### config.mk
export PLATFORM = sky130hd
export DESIGN_NAME = regfile_writeback_queue
export DESIGN_NICKNAME = d
export VERILOG_FILES = /design/src/rtl/regfile_writeback_queue.sv
export SDC_FILE = /design/constraint.sdc
export NUM_CORES = 1
export LEC_CHECK = 0
export CAP_MARGIN = 20
export CORE_UTILIZATION = 53
export CTS_CLUSTER_DIAMETER = 40
export DETAILED_ROUTE_END_ITERATION = 16
export PLACE_DENSITY = 0.77
export SKIP_LAST_GASP = 1
export SYNTH_ARGS = -nofsm -noshare
export SYNTH_HDL_FRONTEND = slang
export SYNTH_SLANG_ARGS = --single-unit
### constraint.sdc
create_clock -name clk -period 10.9 [get_ports clk]
set_input_delay 1.635 -clock clk [delete_from_list [all_inputs] [get_ports clk]]
set_output_delay 1.635 -clock clk [all_outputs]
set_load 0.005 [all_outputs]
### src/rtl/regfile_writeback_queue.sv
// In-order writeback queue between execute and the register file.
// Drains one entry per cycle to the write port and forwards pending values to decode.
module regfile_writeback_queue #(
  parameter int DEPTH  = 4,
  parameter int ADDR_W = 5,
  parameter int DATA_W = 32
) (
  input  logic                     clk,
  input  logic                     rst,
  input  logic                     in_valid,
  output logic                     in_ready,
  input  logic [ADDR_W-1:0]        in_addr,
  input  logic [DATA_W-1:0]        in_data,
  input  logic                     wb_stall,
  output logic                     writeEnable,
  output logic [ADDR_W-1:0]        writeAddr,
  output logic [DATA_W-1:0]        writeData,
  input  logic [ADDR_W-1:0]        qaddr_a,
  input  logic [ADDR_W-1:0]        qaddr_b,
  output logic                     fwd_hit_a,
  output logic [DATA_W-1:0]        fwd_data_a,
  output logic                     fwd_hit_b,
  output logic [DATA_W-1:0]        fwd_data_b,
  output logic [$clog2(DEPTH):0]   count
);

  localparam int PTR_W = $clog2(DEPTH);
  localparam int CNT_W = PTR_W + 1;

  logic [PTR_W-1:0]  wr_ptr_q, wr_ptr_d;
  logic [PTR_W-1:0]  rd_ptr_q, rd_ptr_d;
  logic [CNT_W-1:0]  count_q, count_d;
  logic [DEPTH-1:0]  valid_q, valid_d;
  logic [ADDR_W-1:0] addr_q [DEPTH];
  logic [ADDR_W-1:0] addr_d [DEPTH];
  logic [DATA_W-1:0] data_q [DEPTH];
  logic [DATA_W-1:0] data_d [DEPTH];

  logic not_empty, pop, accept, push;

  assign not_empty = (count_q != '0);
  assign pop       = not_empty & ~wb_stall;
  assign in_ready  = (count_q < CNT_W'(DEPTH)) | pop;
  assign accept    = in_valid & in_ready;
  // x0 results complete the handshake but are dropped here
  assign push      = accept & (in_addr != '0);

  assign writeEnable = pop;
  assign writeAddr   = not_empty ? addr_q[rd_ptr_q] : '0;
  assign writeData   = not_empty ? data_q[rd_ptr_q] : '0;
  assign count       = count_q;

  always_comb begin
    wr_ptr_d = wr_ptr_q;
    rd_ptr_d = rd_ptr_q;
    count_d  = count_q;
    valid_d  = valid_q;
    addr_d   = addr_q;
    data_d   = data_q;
    // Clear before set so a full queue can pop and push the same slot
    if (pop) begin
      valid_d[rd_ptr_q] = 1'b0;
      rd_ptr_d          = rd_ptr_q + PTR_W'(1);
    end
    if (push) begin
      valid_d[wr_ptr_q] = 1'b1;
      addr_d[wr_ptr_q]  = in_addr;
      data_d[wr_ptr_q]  = in_data;
      wr_ptr_d          = wr_ptr_q + PTR_W'(1);
    end
    case ({push, pop})
      2'b10:   count_d = count_q + CNT_W'(1);
      2'b01:   count_d = count_q - CNT_W'(1);
      default: count_d = count_q;
    endcase
  end

  always_ff @(posedge clk or posedge rst) begin
    if (rst) begin
      wr_ptr_q <= '0;
      rd_ptr_q <= '0;
      count_q  <= '0;
      valid_q  <= '0;
      for (int i = 0; i < DEPTH; i++) begin
        addr_q[i] <= '0;
        data_q[i] <= '0;
      end
    end else begin
      wr_ptr_q <= wr_ptr_d;
      rd_ptr_q <= rd_ptr_d;
      count_q  <= count_d;
      valid_q  <= valid_d;
      addr_q   <= addr_d;
      data_q   <= data_d;
    end
  end

  // Walk oldest to youngest so the last match is the youngest pending write
  logic [PTR_W-1:0] idx;
  always_comb begin
    fwd_hit_a  = 1'b0;
    fwd_data_a = '0;
    fwd_hit_b  = 1'b0;
    fwd_data_b = '0;
    idx        = '0;
    for (int i = 0; i < DEPTH; i++) begin
      idx = rd_ptr_q + PTR_W'(i);
      if (valid_q[idx] && (addr_q[idx] == qaddr_a) && (qaddr_a != '0)) begin
        fwd_hit_a  = 1'b1;
        fwd_data_a = data_q[idx];
      end
      if (valid_q[idx] && (addr_q[idx] == qaddr_b) && (qaddr_b != '0)) begin
        fwd_hit_b  = 1'b1;
        fwd_data_b = data_q[idx];
      end
    end
  end

endmodule

; After elaboration in Yosys (flattened, before gate mapping)
; Index checks and enable logic that the tools add are counted.
[totals]
regBits = 159
input_bits = 51
out_inout_bits = 108
word_cells = 142
[op_classes]
n_addsub = 6
order_cmp = 14
eq_ne = 10
n_mux = 63
bitwise = 13
reduce_logical = 24
[ops]
columns = operator, count
row1 = $mux W32, 18
row2 = $bmux W32 S2, 4
row3 = $bwmux W128, 1
row4 = $demux W32 S2, 1
row5 = $mux W5, 10
row6 = $bmux W5 S2, 4
row7 = $eq A5 B5 Y1, 8
row8 = $bwmux W20, 1
row9 = $logic_and A1 B1 Y1, 19
row10 = $ge A3 B3 Y1 const B, 5
row11 = $lt A2 B3 Y1 const B, 5
row12 = $not A2 Y3, 5
row13 = $reduce_bool A5 Y1, 3
row14 = $mux W1, 14
row15 = $demux W5 S2, 1
row16 = $bmux W1 S2, 4
row17 = $mux W4, 2
row18 = $pmux W3 S2, 1
row19 = $add A2 B1 Y2 const B, 2
row20 = $add A2 B2 Y2 const B, 2
row21 = $and A4 B4 Y4, 1
row22 = $demux W1 S2, 2
row23 = $ge A2 B1 Y1 const B, 2
row24 = $not A4 Y4, 1
row25 = 12 further kinds, 14

; Logic depth before layout (Yosys ltp)
; Gate-level depths: netlist of the first run.
[depth]
word_depth = 11
ltp_mapped = 17
mapped_depth_nobuf = 10

; Least setup slack after synthesis of the first run
; Ideal clock, no wire load.
[synth_path]
path_kind = reg2out
start = register rd_ptr_q[0]
end = output port fwd_data_a[17]
arrival_time_ns = 4.424
t_required_ns = 9.265
setup_slack_ns = 4.841
stages_incl_launch_ff = 17
path_buffers = 8
path_cell_list = dfrtp_1 buf_6 buf_8 buf_2 buf_2 buf_1 buf_2 inv_1 ha_1 mux4_2 xor2_1 nor4_2 o2bb2a_2 or3_1 buf_2 buf_2 o22ai_1
[synth_between]
word_cells_on_any_way = 55
classes_between = add/sub: 3 / eq/ne: 4 / mux: 36 / bitwise: 4 / reduce/logical: 8
[synth_lines]
columns = item, line
row1 = from (decl), 31  ; logic [PTR_W-1:0] rd_ptr_q, rd_ptr_d;
row2 = from (signal assigned), 90  ; rd_ptr_q <= rd_ptr_d;
row3 = $add A2 B2 Y2 *, 107  ; idx = rd_ptr_q + PTR_W'(i);
row4 = named net idx[0], 99  ; logic [PTR_W-1:0] idx;
row5 = $not A2 Y3 (not written as such), "108, 110"
row6 = $bmux W5 S2, 108  ; if (valid_q[idx] && (addr_q[idx] == qaddr_a) && (qaddr_a != '0)) begin
row7 = $mux W5 (not written as such) (2 in a row), 108
row8 = $eq A5 B5 Y1, 108
row9 = $logic_and A1 B1 Y1 (2 in a row), 108
row10 = $mux W32 *, 108
row11 = to (decl), 21  ; output logic [DATA_W-1:0] fwd_data_a,
; The timed path passes the listed nets; every way through them passes the cells marked *. The select of a mux whose other input is x is not followed.

; Worst setup path after layout of the first run
[layout_path]
start = register rd_ptr_q[0]
end = output port fwd_data_b[16]
[layout_between]
word_cells_on_any_way = 55
classes_between = add/sub: 3 / eq/ne: 4 / mux: 36 / bitwise: 4 / reduce/logical: 8
[layout_lines]
columns = item, line
row1 = $add A2 B2 Y2 *, 107
row2 = named net idx[0], 99
row3 = $not A2 Y3 (not written as such), "112, 114"
row4 = $bmux W5 S2, 112  ; if (valid_q[idx] && (addr_q[idx] == qaddr_b) && (qaddr_b != '0)) begin
row5 = $mux W5 (not written as such) (2 in a row), 112
row6 = $eq A5 B5 Y1, 112
row7 = $logic_and A1 B1 Y1 (2 in a row), 112
row8 = $mux W32 *, 112
row9 = to (decl), 23  ; output logic [DATA_W-1:0] fwd_data_b,
; Marks and branches as above.

==> results_dict.tcl, run 1 <==
set metrics [dict create \
    grt_setup_unrepaired "no" \
    tightest_slew_ns 1.09 \
    dr.pass1.iters 7 \
    worst-r2r-cell-count 9 \
    grt_antenna_before_repair 1 \
    layout_commonest_cell "clkdlybuf4s50_1" \
    slowest_delay_ns 1.10 \
    final_cells 1410 \
    grt.total_usage_pct 29.2 \
    fin_hold_ws_ns 0.541 \
    crit_path_cell_trace "inv_1, ha_4, buf_4, mux4_2, nand3_1, buf_4, nor2_4, buf_4, or3_4, o221ai_1, clkdlybuf4s50_1" \
    status "finished clean" \
    start_util_pct 54.5 \
    arrival_ns 6.27 \
    first_iter_violations 898 \
    comb_power_share_pct 66.9 \
    avgRoutedWirePerCell_um 24.0 \
    p_sw_share_pct 40.4 \
    yosys.area_share.adder_pct 1.06 \
    cts_max_level 4 \
    overflow 0 \
    vias 9618 \
    synthCells 986 \
    synth_top_cells_by_area "dfrtp_1 32%, mux4_2 27%, mux2_2 13%" \
    cp_common_cell "buf_4" \
    wirelength_um 33900 \
    required_ns 9.27 \
    cts_resized 0 \
    finalClockSkew_ns 0.00504 \
    first_global_vias 9768 \
    hold_viol 0 \
    cts_hold_buffers 0 \
    clock_path_buffers 2 \
    dpl.hpwl_um 21400 \
    power_frac_seq_pct 23.1 \
    cts_buffers 17 \
    setup_viol 0 \
    worstSetupPathDepth 11 \
    cp_max_fo 63 \
    whs_path_depth 1 \
    synth_area_um2 12500 \
    gp_congestion 0.902 \
    core-area_um2 22800 \
    die_h_um 155 \
    syn_nets 1047 \
    netSwitchingPower_mw 2.30 \
    clock_power_share_pct 10.1 \
    holdCritPathClass "reg -> reg" \
    final_antenna_net_count 0 \
    yosys.area_share.simple_pct 7.15 \
    vias_per_cell 6.82 \
    insertion_delay_ns 0.42 \
    ys_ff_latch 159 \
    io-pin-count 159 \
    synth_xor_area_share_pct 3.16 \
    synth-compound-area-share_pct 7.30 \
    cts_root_buf "clkbuf_16" \
    crit_buf_inv 5 \
    post_route_cells_drive_above_1_share_pct 34.4 \
    grt_pass1_wl_um 53800 \
    maxSlewViolCount 0 \
    ir_drop_uv 277 \
    portBuffers 158 \
    final_cell_mix "158 x clkdlybuf4s50_1, 157 x dfrtp_1, 150 x mux4_2" \
    p_int_mw 3.39 \
    yosys_warnings 0 \
    syn_to_final_growth_pct 18.9 \
    synth.area.mux_share_pct 45.3 \
    syn_area_per_cell_um2 12.6 \
    synth_top_family_by_area "multiplexers" \
    max_cap_violations 0 \
    relSlewSlack_pct 27.3 \
    dieArea_um2 24100 \
    crit_family "buffers and inverters" \
    power_leakage_nw 5.33 \
    rows 55 \
    cp-start-kind "flop" \
    cts_tree "done" \
    fmax_ghz 0.127 \
    grt_max_degree 99 \
    synth_top_area_cell "dfrtp_1" \
    worst_path_max_delay_cell "dfrtp_4" \
    worstSetupEndpointType "output pin" \
    yosysTopAreaCellShare_pct 31.9 \
    cts_sinks 159 \
    ys_types 45 \
    worst-setup-path-type "reg -> out" \
    tns_ns 0 \
    cts.clk_slew.worst_paths_ns 0.06 \
    chipWidth_um 155 \
    drc_errors 0 \
    ys_seq_area_share_pct 31.9 \
    finalNetCount 1145 \
    power.density_nw_per_um2 384 \
    nFillCells 1718 \
    finalCritPeriodShare_pct 72.5 \
    min_period_ns 7.90 \
    postCtsSetupBuffers 0 \
    dp.cells 1376 \
]
==> power by group through the flow <==
| stage | Clock [mW] | Sequential, mW | Combinational [mW] |
|---|---|---|---|
| 2_1_floorplan | 0 | 1.13 | 2.76 |
| 3_3_place_gp | 0 | 1.27 | 3.68 |
| 3_5_place_dp | 0 | 1.31 | 3.76 |
| 4_1_cts | 0.581 | 1.30 | 3.78 |
| 5_1_grt | 0.604 | 1.37 | 4.05 |
| 6_report | 0.572 | 1.31 | 3.80 |
==> state kept, by name, summed over array words and instances, names as in the netlist <==
| name | cells |
|---|---|
| valid_q | 4 |
| data_q | 128 |
| count | 3 |
| wr_ptr_q | 2 |
| rd_ptr_q | 2 |
| addr_q | 20 |
==> cell families (layout without fill, tap and decap cells) <==
group,count (synthesis),after routing
multiplexers,354,354
AND/OR/NAND/NOR,178,178
flip-flops,159,159
AO/OA/AOI/OAI,125,125
buffers and inverters,115,225
XOR/XNOR,45,45
adder cells (fa/ha/maj),10,10
other,0,1
==> final cells by class <==
class	instances	area [µm²]	area share, %
inverters	15	61.3	0.414
well taps	313	392	2.65
diodes	1	2.50	0.0169
clock inverters	8	90.1	0.608
flip-flops and latches	159	3990	26.9
clock buffers	23	458	3.09
repair buffers	179	1780	12.1
multi-input cells	712	8030	54.2
==> per-layer routing <==
layer / global-route usage [%] / wire, µm
met1: 38.4 / 13100
met2: 47.0 / 16600
met3: 6.35 / 3020
met4: 12.5 / 1180
met5: 0 / 0
==> worst paths after layout <==
check / slack (ns) / end / start
max: 3.00 / fwd_data_b[16] / rd_ptr_q[0]$_DFFE_PP0P_
min: 0.54 / count[2]$_DFFE_PP0P_ / count[2]$_DFFE_PP0P_
max reg2reg: 8.28 / count[2]$_DFFE_PP0P_ / count[0]$_DFFE_PP0P_
min reg2reg: 0.54 / count[2]$_DFFE_PP0P_ / count[2]$_DFFE_PP0P_
max in group asynchronous: 7.74 / data_q[17]$_DFFE_PP0P_ / rst
min in group asynchronous: 1.80 / data_q[34]$_DFFE_PP0P_ / rst
==> worst register-to-register path, cell delays in order, from the launching register on <==
cell     delay [ns]
dfrtp_1        0.43
nor3_2         0.07
buf_4          0.29
nor2_1         0.62
ha_1           0.31
inv_1          0.07
fa_1           0.37
xor2_1         0.15
nor2_1         0.11
xor2_1         0.14
==> metrics by stage <==
| stage | setup WS, ns | instance area [µm²] | util, % | power [mW] |
|---|---|---|---|---|
| global placement | 3.63 | 14200 | 62.1 | 4.96 |
| detailed placement | 3.51 | 14200 | 62.2 | 5.07 |
| finish | 3.00 | 14800 | 64.8 | 5.69 |
| global route | 2.67 | 14800 | 64.8 | 6.03 |
| floorplan | 4.84 | 12500 | - | 3.89 |
| CTS | 3.03 | 14800 | 64.6 | 5.66 |
==> Yosys cell counts, drive strengths merged <==
library cell and count:
mux4 152, and2 1, dfrtp 159, nor4 4, or4 1, or3 2
a21bo 1, o21ai 3, nor2b 37, o311a 1, a22o 6, clkbuf 51
a211oi 5, buf 49, o221ai 18, xor2 12, a221o 6, ha 9
mux2i 54, nand3 5, or2 2, a2bb2oi 1, a221oi 3, xnor2 33
o22ai 35, nand4 6, fa 1, mux2 148, o31ai 3, inv 15
a21oi 42, and3 1, nor3 43, o2bb2a 1, nand2 64, nor2 12
(Power assumes the default switching activity.)
==> run 2, diff against run 1 <==
--- a/config.mk
+++ b/config.mk
@@ -6,10 +6,10 @@
 export NUM_CORES = 1
 export LEC_CHECK = 0
 export CAP_MARGIN = 20
-export CORE_UTILIZATION = 53
+export CORE_UTILIZATION = 52
 export CTS_CLUSTER_DIAMETER = 40
 export DETAILED_ROUTE_END_ITERATION = 16
-export PLACE_DENSITY = 0.77
+export PLACE_DENSITY = 0.79
 export SKIP_LAST_GASP = 1
 export SYNTH_ARGS = -nofsm -noshare
 export SYNTH_HDL_FRONTEND = slang
==> constraint.sdc (replaced) <==
create_clock -name clk -period 6.3 [get_ports clk]
set_input_delay 0.945 -clock clk [delete_from_list [all_inputs] [get_ports clk]]
set_output_delay 0.945 -clock clk [all_outputs]
set_load 0.005 [all_outputs]
==> results_dict.tcl, run 2 (synthesized netlist as in run 1, its figures left out) <==
set metrics [dict create \
    p_int_mw 5.91 \
    largest_register_ffs 128 \
    cts_sinks 159 \
    grt_pass1_wl_um 54300 \
    fmax_ghz 0.172 \
    vias 9660 \
    finalClockSkew_ns 0.0107 \
    avgRoutedWirePerCell_um 24.2 \
    power_leakage_nw 5.37 \
    layout_commonest_cell "clkdlybuf4s50_1" \
    placed_cell_area_um2 14200 \
    status "finished clean" \
    postLayoutCellArea_um2 14900 \
    core-area_um2 23500 \
    cts.clk_slew.worst_paths_ns 0.07 \
    postCtsSetupBuffers 0 \
    reg2reg_slack_ns 3.60 \
    finalCritPeriodShare_pct 92.5 \
    holdCritPathClass "reg -> reg" \
    cts_tree "done" \
    cts_max_level 4 \
    cp_max_fo 57 \
    dr.pass1.iters 5 \
    finalNetCount 1148 \
    clock_power_share_pct 10.4 \
    chipWidth_um 157 \
    die_h_um 157 \
    worst_path_max_delay_cell "buf_4" \
    hold_viol 0 \
    portBuffers 158 \
    required_ns 5.35 \
    io-pin-count 159 \
    totalPowerFinal_mw 10.0 \
    first_global_vias 9690 \
    dpl.hpwl_um 22000 \
    worst_slack_ns 0.475 \
    relSlewSlack_pct 36.2 \
    ir_drop_uv 307 \
    overflow 0 \
    cts_buffers 17 \
    grt_setup_unrepaired "no" \
    cts_resized 0 \
    reg2reg_from "count[2]$_DFFE_PP0P_" \
    netSwitchingPower_mw 4.10 \
    arrival_ns 4.88 \
    final_antenna_net_count 0 \
    startpoint "rd_ptr_q[1]$_DFFE_PP0P_" \
    min_period_ns 5.83 \
    first_iter_violations 758 \
    vias_per_cell 6.81 \
    cts_root_buf "clkbuf_16" \
    wirelength_um 34400 \
    cp-start-kind "flop" \
    top_regs "data_q x128, addr_q x20, valid_q x4" \
    rr_endpoint "data_q[77]$_DFFE_PP0P_" \
    diodes 0 \
    dp.cells 1385 \
    gp_congestion 0.926 \
    clock_path_buffers 2 \
    setup_viol 0 \
    max_cap_violations 0 \
    final_cell_mix "158 x clkdlybuf4s50_1, 157 x dfrtp_1, 150 x mux4_2" \
    grt_antenna_before_repair 0 \
    worstSetupEndpointType "output pin" \
    power.density_nw_per_um2 671 \
    cts_hold_buffers 0 \
    post_route_cells_drive_above_1_share_pct 35.1 \
    start_util_pct 53.1 \
    rows 56 \
    cp_common_cell "buf_4" \
    final_cells 1419 \
    worst-r2r-cell-count 6 \
    drc_errors 0 \
    setup.worst_path.end "fwd_data_b[31]" \
    grt.total_usage_pct 29.3 \
    dieArea_um2 24600 \
    crit_path_cell_trace "buf_4, mux4_2, xnor2_1, nand4_1, nor2_4, buf_4, nand2_1, o221ai_1, clkdlybuf4s50_1" \
    worst-setup-path-type "reg -> out" \
    p_sw_share_pct 41.0 \
    place_ws_ns 0.935 \
    grt_max_degree 104 \
    regMostFlops "data_q" \
    tns_ns 0 \
    syn_to_final_growth_pct 19.7 \
    maxSlewViolCount 0 \
    comb_power_share_pct 67.2 \
    insertion_delay_ns 0.43 \
    power_frac_seq_pct 22.3 \
    tightest_slew_ns 0.957 \
    slowest_delay_ns 0.79 \
]
==> run 2: cell types whose count changed in the layout (fill, tap and decap cells not counted), sizes merged <==
cell      change
bufinv        -1
clkinvlp      +3
inv           +5
buf           +3
clkinv        -4
clkbuf        -2
diode         -1
==> run 2: routing by layer <==
metal | vias up | wire, µm | global-route usage, %
li1 | 4091 | - | -
met3 | 68 | 3200 | 5.12
met2 | 554 | 16500 | 46.9
met4 | 0 | 848 | 12.2
met1 | 4947 | 13800 | 39.6
met5 | - | 0 | 0
==> run 2: final cells by class <==
cell class / count / area (µm²)
Clock inverter: 11 / 119
Timing Repair Buffer: 182 / 1830
Fill cell: 1767 / 8570
Sequential cell: 159 / 3990
Clock buffer: 21 / 480
Inverter: 15 / 61.3
Multi-Input combinational cell: 712 / 8030
Tap cell: 319 / 399
==> run 2: worst max-delay path: cells and delay by family (launching register included) <==
kind / cells / cell delay, ns
simple gates: 3 / 0.83
flops: 1 / 0.65
xor+xnor: 1 / 0.22
mux: 1 / 0.65
buf+inv: 3 / 1.79
compound gates: 1 / 0.28
==> run 2: metrics by stage <==
step | utilization [%] | hold slack, ns
final | 63.5 | 0.536
after floorplan | - | 0.487
after global routing | 63.5 | 0.550
after global placement | 60.7 | 0.514
after detailed placement | 60.7 | 0.521
after CTS | 63.3 | 0.540
==> run 2: power groups by stage <==
stage / combinational (mW) / clock [mW] / sequential [mW]
after floorplan: 4.78 / 0 / 1.95
after CTS: 6.64 / 1.06 / 2.21
after global placement: 6.48 / 0 / 2.16
final: 6.73 / 1.04 / 2.23
after global routing: 7.18 / 1.10 / 2.32
after detailed placement: 6.58 / 0 / 2.22
==> run 2: worst min path at each step <==
stage                               startpoint              endpoint  slack [ns]  cells after the start
after floorplan           valid_q[0]$_DFF_PP0_  valid_q[0]$_DFF_PP0_        0.49                      2
after global placement    valid_q[3]$_DFF_PP0_  valid_q[3]$_DFF_PP0_        0.51                      2
after detailed placement  valid_q[3]$_DFF_PP0_  valid_q[3]$_DFF_PP0_        0.52                      2
after CTS                 valid_q[3]$_DFF_PP0_  valid_q[3]$_DFF_PP0_        0.54                      2
after global routing      count[2]$_DFFE_PP0P_  count[2]$_DFFE_PP0P_        0.55                      1
final                     count[2]$_DFFE_PP0P_  count[2]$_DFFE_PP0P_        0.54                      1
